## src/rtl/lbist_tpg.sv

```systemverilog
// LFSR test pattern generator: one Fibonacci LFSR run per derived seed, with
// RUN/HOLD/DONE sequencing. Optional stall input is enabled by TPG_HOLD_EN.
module lbist_tpg #(
   parameter int               WIDTH      = 8,
   parameter logic [WIDTH-1:0] POLY       = 8'hB8,
   parameter int               PATTERNS   = 16,
   parameter int               SEED_COUNT = 4,
   parameter logic [WIDTH-1:0] SEED_BASE  = 8'h01,
   parameter logic [WIDTH-1:0] SEED_STEP  = 8'h35,
   localparam int              IDX_W      = (SEED_COUNT > 1) ? $clog2(SEED_COUNT) : 1
) (
   input  logic             clk,
   input  logic             rst,
   input  logic             tpg_reset,
   input  logic             seed_inc,
`ifdef TPG_HOLD_EN
   input  logic             hold,
`endif
   output logic [WIDTH-1:0] pattern,
   output logic             pattern_valid,
   output logic             tpg_end,
   output logic [IDX_W-1:0] seed_idx,
   output logic             all_done
);

   localparam int             CNT_W    = $clog2(PATTERNS);
   localparam logic [CNT_W-1:0] CNT_LAST = CNT_W'(PATTERNS - 1);
   localparam logic [IDX_W-1:0] IDX_LAST = IDX_W'(SEED_COUNT - 1);

   typedef enum logic [1:0] {
      ST_RUN  = 2'd0,
      ST_HOLD = 2'd1,
      ST_DONE = 2'd2
   } state_t;

   state_t           state_q, state_d;
   logic [WIDTH-1:0] lfsr_q, lfsr_d;
   logic [CNT_W-1:0] cnt_q, cnt_d;
   logic [IDX_W-1:0] seed_idx_q, seed_idx_d;
   logic             stall;
   logic             fb;
   logic [WIDTH-1:0] lfsr_step;

   // An all-zero seed would lock the LFSR, so it is replaced by 1.
   function automatic logic [WIDTH-1:0] seed_of(input logic [IDX_W-1:0] idx);
      logic [WIDTH-1:0] idx_w;
      logic [WIDTH-1:0] s;
      idx_w = WIDTH'(idx);
      s     = SEED_BASE ^ (idx_w * SEED_STEP);
      if (s == '0) begin
         s = WIDTH'(1);
      end
      return s;
   endfunction

`ifdef TPG_HOLD_EN
   assign stall = hold;
`else
   assign stall = 1'b0;
`endif

   assign fb        = ^(lfsr_q & POLY);
   assign lfsr_step = {lfsr_q[WIDTH-2:0], fb};

   always_comb begin
      state_d    = state_q;
      lfsr_d     = lfsr_q;
      cnt_d      = cnt_q;
      seed_idx_d = seed_idx_q;
      if (state_q != ST_DONE && seed_inc) begin
         if (seed_idx_q < IDX_LAST) begin
            seed_idx_d = seed_idx_q + 1'b1;
            lfsr_d     = seed_of(seed_idx_q + 1'b1);
            cnt_d      = '0;
            state_d    = ST_RUN;
         end else begin
            state_d = ST_DONE;
         end
      end else if (state_q != ST_DONE && tpg_reset) begin
         lfsr_d  = seed_of(seed_idx_q);
         cnt_d   = '0;
         state_d = ST_RUN;
      end else if (state_q == ST_RUN && !stall) begin
         // The last pattern stays on the bus while parked in HOLD.
         if (cnt_q == CNT_LAST) begin
            state_d = ST_HOLD;
         end else begin
            lfsr_d = lfsr_step;
            cnt_d  = cnt_q + 1'b1;
         end
      end
   end

   always_ff @(posedge clk) begin
      if (rst) begin
         state_q    <= ST_RUN;
         lfsr_q     <= seed_of('0);
         cnt_q      <= '0;
         seed_idx_q <= '0;
      end else begin
         state_q    <= state_d;
         lfsr_q     <= lfsr_d;
         cnt_q      <= cnt_d;
         seed_idx_q <= seed_idx_d;
      end
   end

   assign pattern       = lfsr_q;
   assign pattern_valid = (state_q == ST_RUN) && !stall;
   assign tpg_end       = (state_q == ST_RUN) && (cnt_q == CNT_LAST) && !stall;
   assign seed_idx      = seed_idx_q;
   assign all_done      = (state_q == ST_DONE);

endmodule

```

## config.mk

```make
export PLATFORM = sky130hd
export DESIGN_NAME = lbist_tpg
export DESIGN_NICKNAME = d
export VERILOG_FILES = /design/src/rtl/lbist_tpg.sv
export SDC_FILE = /design/constraint.sdc
export NUM_CORES = 1
export LEC_CHECK = 0
export CAP_MARGIN = 20
export CORE_MARGIN = 3
export CORE_UTILIZATION = 26
export DETAILED_ROUTE_END_ITERATION = 8
export PLACE_DENSITY = 0.51
export SETUP_SLACK_MARGIN = 0.02
export SLEW_MARGIN = 20
export SYNTH_ARGS = -nofsm -noshare
export SYNTH_HDL_FRONTEND = slang
export SYNTH_SLANG_ARGS = --single-unit
```

## constraint.sdc

```tcl
create_clock -name clk -period 5.1 [get_ports clk]
set_input_delay 0.765 -clock clk [delete_from_list [all_inputs] [get_ports clk]]
set_output_delay 0.765 -clock clk [all_outputs]
set_load 0.02 [all_outputs]
```

==> results.toml <==
[drt]
firstDrtPassIters = 4
drc = 0
avgViaCountPerCell = 4.861
routed_wl_um = 2133
met1Wirelength_um = 1040
wl_met3_um = 98
ant_nets = 0
dr_wl_met2_um = 983
wl_per_cell_um = 12.85
top_layer = "met4"
vias = 807
drtIter0Drc = 53

[clocking]
post_cts_resized = 0
htree_levels = 1
cts_buffers = 3
clock_latency_ps = 280
cts-root-buf = "clkbuf_4"
ctsHoldBuffers = 0
cts_tree = "done"
cts_sinks = 16
path_clk_slew_ps = 90
clk_path_buf_depth = 2
post_cts_buffers = 0

[sta]
drv_slew = 0
setup-tns-final_ps = 0
period_needed_ps = 2698
max_freq_ghz = 0.3707
timing.final.crit_share_pct = 52.90
setup_viol = 0
hold_viol_final = 0
worst-slew-pin-transition_ps = 522.1
fin_ws_ps = 2402
fin_skew_ps = 0.9171
grt_setup_unrepaired = "no"
slew_headroom_pct = 65.08

[power_and_ir_drop]
powerDensity_nw_per_um2 = 264.3
p_total_mw = 0.3075
max-vdd-ir-drop_v = 0.0001433
p_leak_nw = 0.4324

[min_path]
hp-class = "register to register"

[layout]
layout-drive-gt1-share_pct = 9.167
antenna_cells = 0
areaGrowthSynthToFinish_pct = 22.69
layout_common_cells = "16 x dfxtp_1, 16 x clkdlybuf4s50_1, 14 x nand2_1"
nFillCells = 374
fin_nets = 133

[synth]
yosysSeqAreaShare_pct = 33.77
post-synth-top-area-fraction_pct = 33.77
yosys_most_used_dff = "dfxtp_1"
synth_edf_count = 0
ys.warnings.count = 0
synth_cell_type_count = 36
async_reset_ff_share_pct = 0
syn-num-nets = 116
synthCells = 105
avgSynthCellArea_um2 = 9.032
synth.largest_area_cell = "dfxtp_1"
syn_area_um2 = 948.4
ys_ff_latch = 16
synth_area_leaders = "dfxtp_1 34%, ha_1 9.2%, nand2_1 5.5%, nor2_1 4.4%, a21oi_1 3.2%"

[global_routing]
antenna_found_initial = 0
grt_usage_pct = 10.95
grt_max_degree = 15
gr-total-overflow = 0
grt_pass1_vias = 818
grt_pass1_wl_um = 3705

[critical_path]
crit_path_start_kind = "register"
end_kind = "output port"
cp_data_arrival_time_ps = 1930
cp.buffers_inverters = 1
max_stage_delay_ps = 650
path_cells = "ha_1 > nand3_1 > nor3_1 > clkdlybuf4s50_1"
cp_top_family = "buffers and inverters"
crit_path_top_delay_cell = "clkdlybuf4s50_1"
critical_path_class = "register to output port"
critical_path_required_ps = 4340
crit_fanout = 3

[floorplanning]
num_rows = 21
die_h_um = 66.40
core_um2 = 3416
chipWidth_um = 66.40
ios = 17
die-area_um2 = 4408
start_util_pct = 27.77

[placement]
io_buffer_count = 16
dp.final_hpwl_um = 1577
gp_congestion = 0.7255
pre_cts_slack_ps = 2364

[flow_run]
cap_violations = 0

[outcome]
status = "completed"
[logic make-up (layout without fill, tap and decap cells)]
logic type	count (synthesis)	after routing	share of synthesized area, %
xor gates and xnor gates	5	5	4.618
buffers and inverters	8	23	4.485
muxes	3	3	3.298
and+or+nand+nor	40	40	20.18
AOI/OAI and AO/OA	26	26	24.41
adders and majority gates	7	7	9.234
DFF	16	16	33.77
[report_power, final]
part / switching [mW] / leakage (nW) / total, mW / internal, mW
clock: 0.0393 / 0.0138 / 0.0667 / 0.0274
combinational: 0.0480 / 0.287 / 0.0923 / 0.0443
sequential: 0.0130 / 0.131 / 0.148 / 0.135
[synthesized netlist by cell type (2+ instances only)]
cell type / instances
a221oi_1: 2
xnor2_1: 3
buf_2: 2
o21ai_0: 3
nor2_1: 11
dfxtp_1: 16
a21oi_1: 6
ha_1: 7
and2_1: 2
o211ai_1: 2
nor3_1: 3
nand3_1: 3
mux2i_1: 2
inv_1: 3
a211oi_1: 4
xor2_1: 2
nand2_1: 14
nor2b_1: 2
[worst paths after layout]
| kind | end | start | slack (ps) | depth (start not counted) |
|---|---|---|---|---|
| worst min register to register | pattern[6] | pattern[6] | 480 | 2 |
| worst max-delay path | tpg_end | cnt_q[0] | 2400 | 4 |
| worst max register to register | pattern[0] | seed_idx[0] | 3190 | 5 |
| worst min-delay path | pattern[6] | pattern[6] | 480 | 2 |
[flip-flops by register name (all words and copies together) (netlist names)]
signal,count
pattern,8
cnt_q,4
seed_idx,2
state_q,2
[layout make-up]
type / instances / area (um2) / area share [%]
Clock buffer: 3 / 22.52 / 1.935
Inverter: 4 / 17.52 / 1.505
Multi-Input combinational cell: 81 / 585.6 / 50.32
Sequential cell: 16 / 320.3 / 27.53
Tap cell: 46 / 57.56 / 4.946
Timing Repair Buffer: 16 / 160.2 / 13.76
[routing by layer]
metal  vias up  global-route usage [%]
li1        405                       -
met1       380                   14.11
met2        20                   16.85
met3         2                   4.422
met4         0                   2.792
met5         -                       0
[worst min-delay path: cells and delay by family (launching register included)]
kind / cells / cell delay [ps]
AOI/OAI and AO/OA: 1 / 50
and+or+nand+nor: 1 / 60
DFF: 1 / 340
[per-stage QoR]
stage | utilization (%) | instance area (um2) | std cells | hold slack [ps]
6_report | 34.07 | 1164 | 166 | 483.9
5_1_grt | 34.07 | 1164 | 166 | 521.1
4_1_cts | 34.07 | 1164 | 166 | 490.8
3_5_place_dp | 33.41 | 1141 | 163 | 475.9
3_3_place_gp | 33.41 | 1141 | 163 | 472.0
2_1_floorplan | - | 948.4 | 105 | 449.2
Power figures use the tool's default switching activity.
